`config.mk`:
```
export PLATFORM = sky130hd
export DESIGN_NAME = subservient_dbg_loader
export DESIGN_NICKNAME = d
export VERILOG_FILES = /design/src/rtl/subservient_loader_pkg.sv /design/src/rtl/subservient_byte_packer.sv /design/src/rtl/subservient_dbg_loader.sv
export SDC_FILE = /design/constraint.sdc
export NUM_CORES = 1
export LEC_CHECK = 0
export BUFFER_PORTS_ARGS = -buffer_cell sky130_fd_sc_hd__buf_4
export CAP_MARGIN = 20
export CORE_MARGIN = 2
export CORE_UTILIZATION = 40
export DETAILED_ROUTE_END_ITERATION = 16
export PLACE_DENSITY = 0.66
export SLEW_MARGIN = 10
export SYNTH_ARGS = -nofsm -noshare
export SYNTH_HDL_FRONTEND = slang
export SYNTH_SLANG_ARGS = --single-unit
```
`constraint.sdc`:
```
create_clock -name i_clk -period 2.95 [get_ports i_clk]
set_input_delay 0.59 -clock i_clk [delete_from_list [all_inputs] [get_ports i_clk]]
set_output_delay 0.59 -clock i_clk [all_outputs]
set_load 0.01 [all_outputs]
```
`src/rtl/subservient_loader_pkg.sv`:
```
`default_nettype none
// ============================================================================
//  Module   : subservient_loader_pkg
//  Purpose  : Shared types and helpers for the subservient debug-port loader.
//             Holds the loader state encoding, the word geometry and the
//             lane-count to byte-enable mapping.
//  Revision : 1.0  initial release
// ============================================================================
package subservient_loader_pkg;

  localparam int BYTES_PER_WORD = 4;

  typedef enum logic [1:0] {
    S_IDLE  = 2'd0,
    S_FILL  = 2'd1,
    S_WRITE = 2'd2,
    S_DONE  = 2'd3
  } loader_state_t;

  // Number of filled lanes (0..4) to Wishbone byte enables.
  function automatic logic [3:0] sel_from_count(input logic [2:0] count);
    logic [3:0] sel;
    case (count)
      3'd1:    sel = 4'b0001;
      3'd2:    sel = 4'b0011;
      3'd3:    sel = 4'b0111;
      3'd4:    sel = 4'b1111;
      default: sel = 4'b0000;
    endcase
    return sel;
  endfunction

endpackage
`default_nettype wire

```
`src/rtl/subservient_byte_packer.sv`:
```
`default_nettype none
// ============================================================================
//  Module   : subservient_byte_packer
//  Purpose  : Packs a byte stream little-endian into a 32-bit word. Byte k of
//             a word lands in bits [8k+7:8k].
//  Ports    : i_clk, i_rst      clock, synchronous active-high reset
//             i_clr             discard the current word (wins over i_push)
//             i_push, i_byte    insert i_byte into the next free lane
//             o_word            packed word (unfilled lanes read as 0)
//             o_count           number of filled lanes, 0..4
//             o_full            all four lanes filled
//             o_sel             byte-enable mask of the filled lanes
//  Revision : 1.0  initial release
// ============================================================================
module subservient_byte_packer
  import subservient_loader_pkg::*;
(
  input  logic        i_clk,
  input  logic        i_rst,
  input  logic        i_clr,
  input  logic        i_push,
  input  logic [7:0]  i_byte,
  output logic [31:0] o_word,
  output logic [2:0]  o_count,
  output logic        o_full,
  output logic [3:0]  o_sel
);

  logic [31:0] r_word;
  logic [2:0]  r_cnt;

  always_ff @(posedge i_clk) begin
    if (i_rst || i_clr) begin
      r_word <= 32'h0;
      r_cnt  <= 3'd0;
    end else if (i_push && (r_cnt != 3'(BYTES_PER_WORD))) begin
      r_word[{r_cnt[1:0], 3'b000} +: 8] <= i_byte;
      r_cnt                             <= r_cnt + 3'd1;
    end
  end

  assign o_word  = r_word;
  assign o_count = r_cnt;
  assign o_full  = (r_cnt == 3'(BYTES_PER_WORD));
  assign o_sel   = sel_from_count(r_cnt);

endmodule
`default_nettype wire

```
`src/rtl/subservient_dbg_loader.sv`:
```
`default_nettype none
// ============================================================================
//  Module   : subservient_dbg_loader
//  Purpose  : Wishbone initiator on the subservient debug port. Takes a byte
//             stream, packs it into words and writes them to core SRAM at
//             incrementing word addresses while holding the core in debug
//             mode. Signals completion with a one-cycle done pulse.
//  Ports    : i_clk, i_rst            clock, synchronous active-high reset
//             i_start, i_base_adr,    load request, sampled in IDLE only
//             i_len
//             i_byte_valid, i_byte,   byte stream (valid/ready)
//             o_byte_ready
//             o_busy, o_done, o_sum   status, completion pulse, word checksum
//             o_debug_mode            holds the core in debug mode
//             o_wb_dbg_*, i_wb_dbg_*  Wishbone write master
//  Revision : 1.0  initial release
// ============================================================================
module subservient_dbg_loader
  import subservient_loader_pkg::*;
#(
  parameter int LEN_W = 16
) (
  input  logic             i_clk,
  input  logic             i_rst,
  input  logic             i_start,
  input  logic [31:0]      i_base_adr,
  input  logic [LEN_W-1:0] i_len,
  input  logic             i_byte_valid,
  input  logic [7:0]       i_byte,
  output logic             o_byte_ready,
  output logic             o_busy,
  output logic             o_done,
  output logic [31:0]      o_sum,
  output logic             o_debug_mode,
  output logic [31:0]      o_wb_dbg_adr,
  output logic [31:0]      o_wb_dbg_dat,
  output logic [3:0]       o_wb_dbg_sel,
  output logic             o_wb_dbg_we,
  output logic             o_wb_dbg_stb,
  input  logic [31:0]      i_wb_dbg_rdt,
  input  logic             i_wb_dbg_ack
);

  loader_state_t    r_state;
  loader_state_t    w_next;
  logic [31:0]      r_adr;
  logic [LEN_W-1:0] r_rem;
  logic [31:0]      r_sum;

  logic             w_start_ok;
  logic             w_accept;
  logic             w_ack;
  logic             w_clr;
  logic [31:0]      w_word;
  logic [2:0]       w_count;
  logic             w_full;
  logic [3:0]       w_sel;

  // Read data and the low address bits are deliberately ignored.
  logic w_unused;
  assign w_unused = ^{i_wb_dbg_rdt, i_base_adr[1:0], w_full};

  assign w_start_ok = (r_state == S_IDLE) && i_start;
  assign w_accept   = (r_state == S_FILL) && i_byte_valid;
  assign w_ack      = (r_state == S_WRITE) && i_wb_dbg_ack;
  assign w_clr      = w_start_ok || w_ack;

  subservient_byte_packer u_packer (
    .i_clk   (i_clk),
    .i_rst   (i_rst),
    .i_clr   (w_clr),
    .i_push  (w_accept),
    .i_byte  (i_byte),
    .o_word  (w_word),
    .o_count (w_count),
    .o_full  (w_full),
    .o_sel   (w_sel)
  );

  always_ff @(posedge i_clk) begin
    if (i_rst) begin
      r_state <= S_IDLE;
    end else begin
      r_state <= w_next;
    end
  end

  always_comb begin
    w_next       = r_state;
    o_byte_ready = 1'b0;
    o_busy       = 1'b0;
    o_debug_mode = 1'b0;
    o_done       = 1'b0;
    o_wb_dbg_stb = 1'b0;
    o_wb_dbg_we  = 1'b0;
    o_wb_dbg_adr = 32'h0;
    o_wb_dbg_dat = 32'h0;
    o_wb_dbg_sel = 4'h0;
    case (r_state)
      S_IDLE: begin
        if (i_start) begin
          // A zero-length image never enters debug mode.
          w_next = (i_len == '0) ? S_DONE : S_FILL;
        end
      end
      S_FILL: begin
        o_byte_ready = 1'b1;
        o_busy       = 1'b1;
        o_debug_mode = 1'b1;
        // Lane 3 just filled, or this is the last byte of the image.
        if (w_accept && ((w_count == 3'(BYTES_PER_WORD - 1)) || (r_rem == LEN_W'(1)))) begin
          w_next = S_WRITE;
        end
      end
      S_WRITE: begin
        o_busy       = 1'b1;
        o_debug_mode = 1'b1;
        o_wb_dbg_stb = 1'b1;
        o_wb_dbg_we  = 1'b1;
        o_wb_dbg_adr = r_adr;
        o_wb_dbg_dat = w_word;
        o_wb_dbg_sel = w_sel;
        if (i_wb_dbg_ack) begin
          w_next = (r_rem == '0) ? S_DONE : S_FILL;
        end
      end
      S_DONE: begin
        o_done = 1'b1;
        w_next = S_IDLE;
      end
      default: w_next = S_IDLE;
    endcase
  end

  always_ff @(posedge i_clk) begin
    if (i_rst) begin
      r_adr <= 32'h0;
      r_rem <= '0;
      r_sum <= 32'h0;
    end else begin
      if (w_start_ok) begin
        r_adr <= {i_base_adr[31:2], 2'b00};
        r_rem <= i_len;
        r_sum <= 32'h0;
      end
      if (w_accept) begin
        r_rem <= r_rem - LEN_W'(1);
      end
      if (w_ack) begin
        r_sum <= r_sum + w_word;
        r_adr <= r_adr + 32'd4;
      end
    end
  end

  assign o_sum = r_sum;

endmodule
`default_nettype wire

```
==> results of run 1 <==
final cells by class:
type | count | share of cell area, %
multi-input combinational | 760 | 49.9
sequential | 115 | 24.8
timing repair buffer | 183 | 14.9
clock buffer | 19 | 4.76
tap | 229 | 3.08
clock inverter | 13 | 1.71
inverter | 21 | 0.848
cell usage after synthesis, types with 3 or more instances:
| master | number |
|---|---|
| and4_1 | 3 |
| nor4_1 | 18 |
| a311oi_1 | 6 |
| a211oi_1 | 9 |
| a22oi_1 | 4 |
| ha_1 | 48 |
| o21bai_1 | 6 |
| a221oi_1 | 10 |
| o21ai_1 | 34 |
| nand2_1 | 122 |
| xnor2_1 | 14 |
| nor3_1 | 17 |
| o311ai_0 | 3 |
| o22ai_1 | 5 |
| o211ai_1 | 4 |
| a211o_1 | 4 |
| nand3_1 | 50 |
| nand4_1 | 15 |
| and3_1 | 9 |
| nor2_1 | 78 |
| dfxtp_1 | 115 |
| a22o_1 | 8 |
| or3_1 | 3 |
| nand2b_1 | 10 |
| a21o_1 | 11 |
| buf_4 | 5 |
| clkbuf_1 | 40 |
| and2_1 | 69 |
| nor3b_1 | 6 |
| buf_6 | 6 |
| xor2_1 | 14 |
| mux2i_1 | 3 |
| a31oi_1 | 10 |
| inv_1 | 19 |
| o21ai_0 | 31 |
| a21oi_1 | 96 |
cells by family after synthesis:
group,share of synthesized area [%]
muxes,0.413
DFF,31.7
and+or+nand+nor,27.9
AOI/OAI and AO/OA,23.3
xor gates and xnor gates,3.37
buffers and inverters,4.77
other,0.0516
adders and majority gates,8.54
flip-flops by register name (all words and copies together), names as in the netlist:
name              flops
o_sum                32
u_packer.o_word      32
r_adr                30
r_rem                16
u_packer.o_count      3
r_state               2
routing by layer:
metal	part of all wire, %	GRT usage [%]	up-vias
li1	-	-	3705
met1	45	27.8	3445
met2	46	35.5	265
met3	7.6	6.53	30
met4	1.4	6.11	0
met5	0	0	-
worst min-delay path by stage:
stage,start,endpoint,depth (start not counted)
5_1_grt,i_base_adr[20],r_adr[20],3
4_1_cts,i_base_adr[18],r_adr[18],3
3_5_place_dp,o_sum[26],o_sum[26],2
6_report,i_base_adr[18],r_adr[18],3
2_1_floorplan,u_packer.o_word[0],u_packer.o_word[0],2
3_3_place_gp,o_sum[14],o_sum[14],2
through the flow:
| step | worst slack, ns | hold slack (ns) | utilization [%] |
|---|---|---|---|
| after floorplan | 0.462 | 0.444 | - |
| after global placement | 0.134 | 0.459 | 48.5 |
| after detailed placement | 0.112 | 0.464 | 48.5 |
| after CTS | 0.0636 | 0.405 | 51.9 |
| after global routing | 0.0501 | 0.421 | 51.9 |
| final | 0.215 | 0.412 | 51.9 |
report_power, final:
part / switching (mW) / total (mW) / internal [mW]
Sequential: 0.236 / 2.00 / 1.76
Clock: 0.785 / 2.13 / 1.35
Combinational: 1.10 / 1.78 / 0.686
Total: 2.12 / 5.91 / 3.79
worst max-delay path: cells and delay by family, from the launching register on:
family	cells	cell delay [ns]
compound gates	3	0.51
simple gates	1	0.20
flops	1	0.42
buf+inv	2	0.30
fa+ha+maj	1	0.31
==> impl_metrics.env, run 1 <==
export IMPL_status="finished, final reports clean"
export IMPL_vdd_drop_max_v=0.000562
export IMPL_pin_count=199
export IMPL_dr_pass1_iters=5
export IMPL_stdcell_area_sq_um=9300
export IMPL_die_h_microns=139
export IMPL_yosysTopAreaCellShare_pct=31.7
export IMPL_hpwl_microns=15700
export IMPL_grt_pass1_vias=6956
export IMPL_synthArstFlopShare_pct=0
export IMPL_drc=0
export IMPL_synthTopCellsByArea="dfxtp_1, ha_1, a21oi_1"
export IMPL_worstPathArrival_ns=2.15
export IMPL_r2r_end="o_sum[28]"
export IMPL_final_cells=1340
export IMPL_regToRegSetupSlack_ns=0.24
export IMPL_critPathMaxStageDelay_ns=0.42
export IMPL_syn_area_sq_um=7270
export IMPL_r2r_start="u_packer.o_word[0]"
export IMPL_wl_per_cell_microns=16.0
export IMPL_layout_commonest_cell="buf_4"
export IMPL_clkTransAtPathRegs_ns=0.06
export IMPL_cts_buffer_depth=2
export IMPL_tightest_slew_ns=0.776
export IMPL_die_area_sq_um=19300
export IMPL_ctsResizeCount=0
export IMPL_cap_violations=0
export IMPL_syn_to_final_growth_pct=27.9
export IMPL_fin_crit_ns=2.74
export IMPL_antenna_found_initial=0
export IMPL_final_nets=1240
export IMPL_cts_tree="built"
export IMPL_synth_flop_cell="dfxtp_1"
export IMPL_end_kind="primary output"
export IMPL_htreeDepth=4
export IMPL_port_buffers=162
export IMPL_synth_warnings=0
export IMPL_die_x_microns=139
export IMPL_rows=49
export IMPL_timing_fmax_mhz=366
export IMPL_yosysSeqAreaShare_pct=31.7
export IMPL_post_cts_setup_buffers=0
export IMPL_grt_pass1_wl_microns=34600
export IMPL_first_iter_violations=424
export IMPL_avgSynthCellArea_sq_um=7.66
export IMPL_gp_congestion=0.933
export IMPL_start_util_pct=40.6
export IMPL_cp_cell_sequence="inv_1 -> ha_1 -> and2_1 -> o21a_1 -> a21o_1 -> a21o_1 -> buf_4"
export IMPL_crit_path_end="o_wb_dbg_sel[0]"
export IMPL_grt_overflow=0
export IMPL_crit_type="reg2out"
export IMPL_skew_ns=0.00837
export IMPL_holdBufCountCts=0
export IMPL_cts_buffers=17
export IMPL_setup_viol=0
export IMPL_place_area_sq_um=8680
export IMPL_rsz0062_at_grt="false"
export IMPL_hold_violations=0
export IMPL_syn_instance_count=949
export IMPL_r2r_cells=12
export IMPL_cellPowerDensity_nw_per_um2=636
export IMPL_cts_root_buf="clkbuf_16"
export IMPL_final_cell_mix="buf_4, nand2_1, dfxtp_1"
export IMPL_worstPathMaxFanout=8
export IMPL_grt_usage_pct=21.7
export IMPL_multi_input_area_sq_um=4640
export IMPL_critPathMostFrequentCell="a21o_1"
export IMPL_ys_types=70
export IMPL_seqCellArea_sq_um=2300
export IMPL_core_sq_um=17900
export IMPL_drv_slew=0
export IMPL_yosysTopAreaCell="dfxtp_1"
export IMPL_synth_seq_cells=115
export IMPL_crit_slowest_cell="dfxtp_2"
export IMPL_synth_edff_count=0
export IMPL_fillers=1772
export IMPL_fin_crit_sh_pct=92.7
export IMPL_drt_antenna_violating_nets=0
export IMPL_startpoint="u_packer.o_count[0]"
export IMPL_relSlewSlack_pct=48.1
export IMPL_insertion_delay_ns=0.42
export IMPL_postRouteWirelength_microns=21400
export IMPL_viasPerCell=5.56
export IMPL_cp_start_kind="register"
export IMPL_diodes=0
export IMPL_grt_max_degree=51
export IMPL_vias=7445
export IMPL_placed_cells=1308
export IMPL_tns_ns=0
export IMPL_hold_class="in2reg"
export IMPL_fin_total_pwr_mw=5.91
export IMPL_cp_required_ns=2.36
export IMPL_cts_sinks=115
export IMPL_p_leak_nw=3.95
export IMPL_layout_drive_gt1_share_pct=21.3
Note: power is estimated with default switching activity, not from simulation.
==> inputs of run 2 (changes only) <==
Settings changed: ABC_AREA set to 1, CAP_MARGIN 20 to 30, PLACE_DENSITY 0.66 to not set.
==> impl_metrics.env, run 2 <==
export IMPL_timing_fmax_mhz=380
export IMPL_synth_top_family_by_area="simple AND/OR/NAND/NOR gates"
export IMPL_insertion_delay_ns=0.42
export IMPL_diodes=0
export IMPL_drt_antenna_violating_nets=0
export IMPL_crit_family="buffers and inverters"
export IMPL_cellPowerDensity_nw_per_um2=593
export IMPL_yosysTopAreaCellShare_pct=26.5
export IMPL_fin_crit_sh_pct=89.2
export IMPL_synth_compound_area_share_pct=10.2
export IMPL_synth_edff_count=0
export IMPL_post_cts_setup_buffers=0
export IMPL_grt_usage_pct=24.1
export IMPL_syn_to_final_growth_pct=23.9
export IMPL_avgSynthCellArea_sq_um=5.76
export IMPL_yosys_area_share_simple_pct=41.2
export IMPL_worstPathMaxFanout=28
export IMPL_port_buffers=162
export IMPL_ys_top_cells_by_count="nand2_1, inv_1, nor2_1"
export IMPL_muxShareOfSynthArea_pct=0
export IMPL_crit_cells=7
export IMPL_status="finished, final reports clean"
export IMPL_cts_root_buf="clkbuf_16"
export IMPL_start_util_pct=41.0
export IMPL_cts_buffer_depth=2
export IMPL_cp_start_kind="register"
export IMPL_crit_buf_inv=4
export IMPL_synthArstFlopShare_pct=0
export IMPL_place_ws_ns=0.605
export IMPL_synth_xor_area_share_pct=1.61
export IMPL_final_cell_mix="nand2_1, inv_1, buf_4"
export IMPL_hold_violations=0
export IMPL_setup_ws_ns=0.318
export IMPL_min_delay_path_depth=3
export IMPL_die_area_sq_um=22900
export IMPL_multi_input_area_sq_um=5240
export IMPL_tightest_slew_ns=0.738
export IMPL_cts_sinks=115
export IMPL_grt_pass1_vias=8379
export IMPL_hpwl_microns=21300
export IMPL_layout_drive_gt1_share_pct=14.1
export IMPL_vdd_drop_max_v=0.000374
export IMPL_hold_class="in2reg"
export IMPL_worstPathArrival_ns=2.04
export IMPL_htreeDepth=4
export IMPL_skew_ns=0.00802
export IMPL_holdBufCountCts=0
export IMPL_final_nets=1800
export IMPL_cap_violations=0
export IMPL_drv_slew=0
export IMPL_layout_commonest_cell="nand2_1"
export IMPL_cp_required_ns=2.36
export IMPL_yosysTopAreaCell="dfxtp_1"
export IMPL_crit_slowest_cell="dfxtp_1"
export IMPL_grt_pass1_wl_microns=43300
export IMPL_clkTransAtPathRegs_ns=0.06
export IMPL_dr_pass1_iters=5
export IMPL_grt_overflow=0
export IMPL_p_leak_nw=5.73
export IMPL_grt_max_degree=50
export IMPL_synthAdderAreaFrac_pct=7.15
export IMPL_wl_per_cell_microns=14.1
export IMPL_yosysMostFrequentCell="nand2_1"
export IMPL_pin_count=199
export IMPL_core_sq_um=21200
export IMPL_seqCellArea_sq_um=2300
export IMPL_rsz0062_at_grt="false"
export IMPL_yosysSeqAreaShare_pct=26.5
export IMPL_postRouteWirelength_microns=27500
export IMPL_die_h_microns=151
export IMPL_fin_total_pwr_mw=6.38
export IMPL_synthTopCellsByArea="dfxtp_1, nand2_1, inv_1"
export IMPL_ctsResizeCount=0
export IMPL_first_iter_violations=668
export IMPL_end_kind="primary output"
export IMPL_viasPerCell=4.89
export IMPL_hold_ws_ns=0.424
export IMPL_fin_crit_ns=2.63
export IMPL_vias=9511
export IMPL_synth_seq_cells=115
export IMPL_crit_type="reg2out"
export IMPL_setup_viol=0
export IMPL_r2r_cells=7
export IMPL_cts_tree="built"
export IMPL_synth_warnings=0
export IMPL_drc=0
export IMPL_fillers=2334
export IMPL_cts_buffers=17
export IMPL_rows=53
export IMPL_ys_types=46
export IMPL_gp_congestion=0.909
export IMPL_die_x_microns=151
export IMPL_antenna_found_initial=0
export IMPL_finish_utilization_pct=50.9
export IMPL_synth_flop_cell="dfxtp_1"
export IMPL_cp_cell_sequence="inv_1 -> ha_2 -> buf_4 -> inv_1 -> a21oi_1 -> a31o_2 -> buf_4"
export IMPL_critPathMaxStageDelay_ns=0.33
export IMPL_tns_ns=0
export IMPL_syn_area_sq_um=8680
export IMPL_relSlewSlack_pct=50.8
export IMPL_syn_instance_count=1508
## run 2: cell types whose count changed after synthesis, sizes merged, moves of 12 or more
cell,change
a21oi,-31
and2,-69
and3,-12
clkbuf,-20
inv,+232
nand2,+423
nand3,+39
nand4,+17
nor2,+94
nor4,-15
xnor2,-14
## run 2: layer usage
metal,wire [microns],vias up,track usage (%)
met4,466,0,6.40
met5,0,-,0
li1,-,5006,-
met2,12000,275,37.9
met3,1670,32,3.67
met1,13400,4198,34.5
## run 2: kinds of logic (layout without fill, tap and decap cells)
logic type               after synthesis  after routing
AO/OA/AOI/OAI                        161            161
XOR/XNOR                              16             16
adder cells (fa/ha/maj)               49             49
buffers and inverters                296            458
flip-flops                           115            115
other                                  1              2
AND/OR/NAND/NOR                      870            870
## run 2: tightest hold or removal path, cell delays in order
cell	delay, ns
buf_4	0.08
o211ai_1	0.08
o21ai_0	0.07
## run 2: metrics by stage
stage | cells | cell area [sq um]
after global routing | 1946 | 10800
after detailed placement | 1914 | 10100
after CTS | 1946 | 10800
final | 1946 | 10800
after floorplan | 1509 | 8680
after global placement | 1914 | 10100
## run 2: where the power goes
part	switching [mW]	internal (mW)
sequential	0.262	1.78
clock	0.806	1.42
combinational	1.40	0.707
total	2.47	3.91
## run 2: cell type report
class	count	share of cell area (%)
multi-input combinational	1098	48.7
tap	275	3.20
inverter	254	8.86
clock inverter	11	1.38
timing repair buffer	172	12.0
clock buffer	21	4.47
sequential	115	21.4
## run 2: worst paths after layout
| kind | startpoint | endpoint | slack [ns] |
|---|---|---|---|
| setup reg to reg | r_state[1] | u_packer.o_word[8] | 0.56 |
| hold / removal | i_base_adr[21] | r_adr[21] | 0.42 |
| hold reg to reg | o_sum[30] | o_sum[30] | 0.48 |
| setup / recovery | r_state[0] | o_wb_dbg_sel[0] | 0.32 |
==> inputs of run 3 (changes only) <==
Settings changed: PLACE_DENSITY set to 0.58.
==> impl_metrics.env, run 3 (synthesis gave the netlist of run 2 again) <==
export IMPL_port_buffers=162
export IMPL_final_nets=1801
export IMPL_fin_crit_ns=2.68
export IMPL_grt_usage_pct=24.5
export IMPL_status="finished, final reports clean"
export IMPL_p_leak_nw=5.72
export IMPL_die_area_sq_um=22900
export IMPL_setup_viol=0
export IMPL_placed_cells=1915
export IMPL_vdd_drop_max_v=0.000350
export IMPL_cts_buffers=17
export IMPL_cap_violations=0
export IMPL_fin_crit_sh_pct=91.0
export IMPL_combinationalPowerShare_pct=33.5
export IMPL_rsz0062_at_grt="false"
export IMPL_cts_root_buf="clkbuf_16"
export IMPL_viasPerCell=4.86
export IMPL_whs_endpoint="r_adr[15]"
export IMPL_insertion_delay_ns=0.42
export IMPL_cts_sinks=115
export IMPL_clkPwrFrac_pct=34.2
export IMPL_r2r_cells=8
export IMPL_crit_buf_inv=3
export IMPL_tightest_slew_ns=0.722
export IMPL_cp_cell_sequence="inv_1 -> ha_1 -> nand2_1 -> inv_1 -> nor2_1 -> a21oi_1 -> a31o_2 -> buf_4"
export IMPL_cellPowerDensity_nw_per_um2=590
export IMPL_first_iter_violations=668
export IMPL_layout_commonest_cell="nand2_1"
export IMPL_timing_fmax_mhz=373
export IMPL_skew_ns=0.00826
export IMPL_seq_power_share_pct=32.3
export IMPL_hpwl_microns=21200
export IMPL_pin_count=199
export IMPL_antenna_found_initial=0
export IMPL_crit_slowest_cell="dfxtp_2"
export IMPL_critPathMostFrequentCell="inv_1"
export IMPL_min_delay_path_depth=3
export IMPL_relSlewSlack_pct=51.8
export IMPL_swShare_pct=38.6
export IMPL_startpoint="u_packer.o_count[0]"
export IMPL_fin_total_pwr_mw=6.34
export IMPL_grt_max_degree=50
export IMPL_rows=53
export IMPL_internal_power_mw=3.89
export IMPL_crit_type="reg2out"
export IMPL_regToRegSetupSlack_ns=0.55
export IMPL_crit_family="flip-flops"
export IMPL_cp_start_kind="register"
export IMPL_start_util_pct=41.0
export IMPL_holdCritStartpoint="i_base_adr[15]"
export IMPL_vias=9472
export IMPL_core_sq_um=21200
export IMPL_clkTransAtPathRegs_ns=0.06
export IMPL_layout_drive_gt1_share_pct=14.0
export IMPL_worstPathMaxFanout=13
export IMPL_power_switching_mw=2.45
export IMPL_cts_buffer_depth=2
export IMPL_grt_pass1_wl_microns=43900
export IMPL_post_cts_setup_buffers=0
export IMPL_critPathMaxStageDelay_ns=0.46
export IMPL_hold_violations=0
export IMPL_drv_slew=0
export IMPL_drt_antenna_violating_nets=0
export IMPL_end_kind="primary output"
export IMPL_htreeDepth=4
export IMPL_final_cell_mix="nand2_1, inv_1, buf_4"
export IMPL_r2r_end="r_adr[29]"
export IMPL_syn_to_final_growth_pct=23.8
export IMPL_crit_cells=8
export IMPL_diodes=0
export IMPL_final_cells=1947
export IMPL_wl_per_cell_microns=14.1
export IMPL_cp_required_ns=2.36
export IMPL_r2r_start="r_state[0]"
export IMPL_die_x_microns=151
export IMPL_drc=0
export IMPL_worstPathArrival_ns=2.09
export IMPL_die_h_microns=151
export IMPL_grt_pass1_vias=8558
export IMPL_dr_pass1_iters=7
export IMPL_cts_tree="built"
export IMPL_postRouteWirelength_microns=27500
export IMPL_grt_overflow=0
export IMPL_hold_class="in2reg"
export IMPL_gp_congestion=0.933
export IMPL_tns_ns=0
run 3: cell types whose count changed in the layout (fill, tap and decap cells not counted), sizes merged:
cell    previous run  this run
clkbuf            21        23
clkinv             6         5
inv              253       252
buf              172       173
run 3: stage by stage:
step | hold slack (ns) | area [sq um] | setup slack, ns | util, %
6_report | 0.416 | 10700 | 0.266 | 50.8
3_3_place_gp | 0.465 | 10100 | 0.544 | 47.9
2_1_floorplan | 0.456 | 8680 | 0.947 | -
3_5_place_dp | 0.465 | 10100 | 0.513 | 47.9
5_1_grt | 0.427 | 10700 | 0.0360 | 50.8
4_1_cts | 0.404 | 10700 | 0.0606 | 50.8
run 3: power by group through the flow:
stage                     clock network, mW  registers [mW]  logic [mW]
after CTS                              2.20            2.05        2.12
after detailed placement                  0            2.08        2.11
final                                  2.17            2.05        2.13
after global routing                   2.27            2.09        2.40
after global placement                    0            2.08        2.09
after floorplan                           0            1.99        1.52
run 3: worst max-delay path by stage:
| stage | end |
|---|---|
| 2_1_floorplan | o_wb_dbg_adr[21] |
| 3_3_place_gp | o_wb_dbg_sel[0] |
| 3_5_place_dp | o_wb_dbg_sel[0] |
| 4_1_cts | o_wb_dbg_sel[0] |
| 5_1_grt | o_wb_dbg_sel[0] |
| 6_report | o_wb_dbg_sel[0] |
run 3: routing by layer:
| metal | share of wire [%] | routed length, microns | global-route usage [%] |
|---|---|---|---|
| met3 | 5.6 | 1550 | 4.10 |
| met1 | 50 | 13800 | 35.4 |
| met5 | 0 | 0 | 0 |
| met4 | 1.2 | 334 | 5.93 |
| met2 | 43 | 11800 | 37.8 |
run 3: repair_timing:
action,4_1_cts,5_1_grt
resized for setup,0,1
setup endpoints to repair,0,1
hold buffers,0,0
run 3: tightest hold or removal path, cell delays in order:
cell	delay (ns)
buf_4	0.08
o211ai_1	0.08
nand2_1	0.06
run 3: cell type report:
| cell class | instances | area, sq um |
|---|---|---|
| clock buffers | 23 | 478 |
| flip-flops and latches | 115 | 2300 |
| multi-input cells | 1098 | 5240 |
| well taps | 275 | 344 |
| fillers | 2252 | 10400 |
| inverters | 254 | 953 |
| clock inverters | 9 | 128 |
| repair buffers | 173 | 1300 |
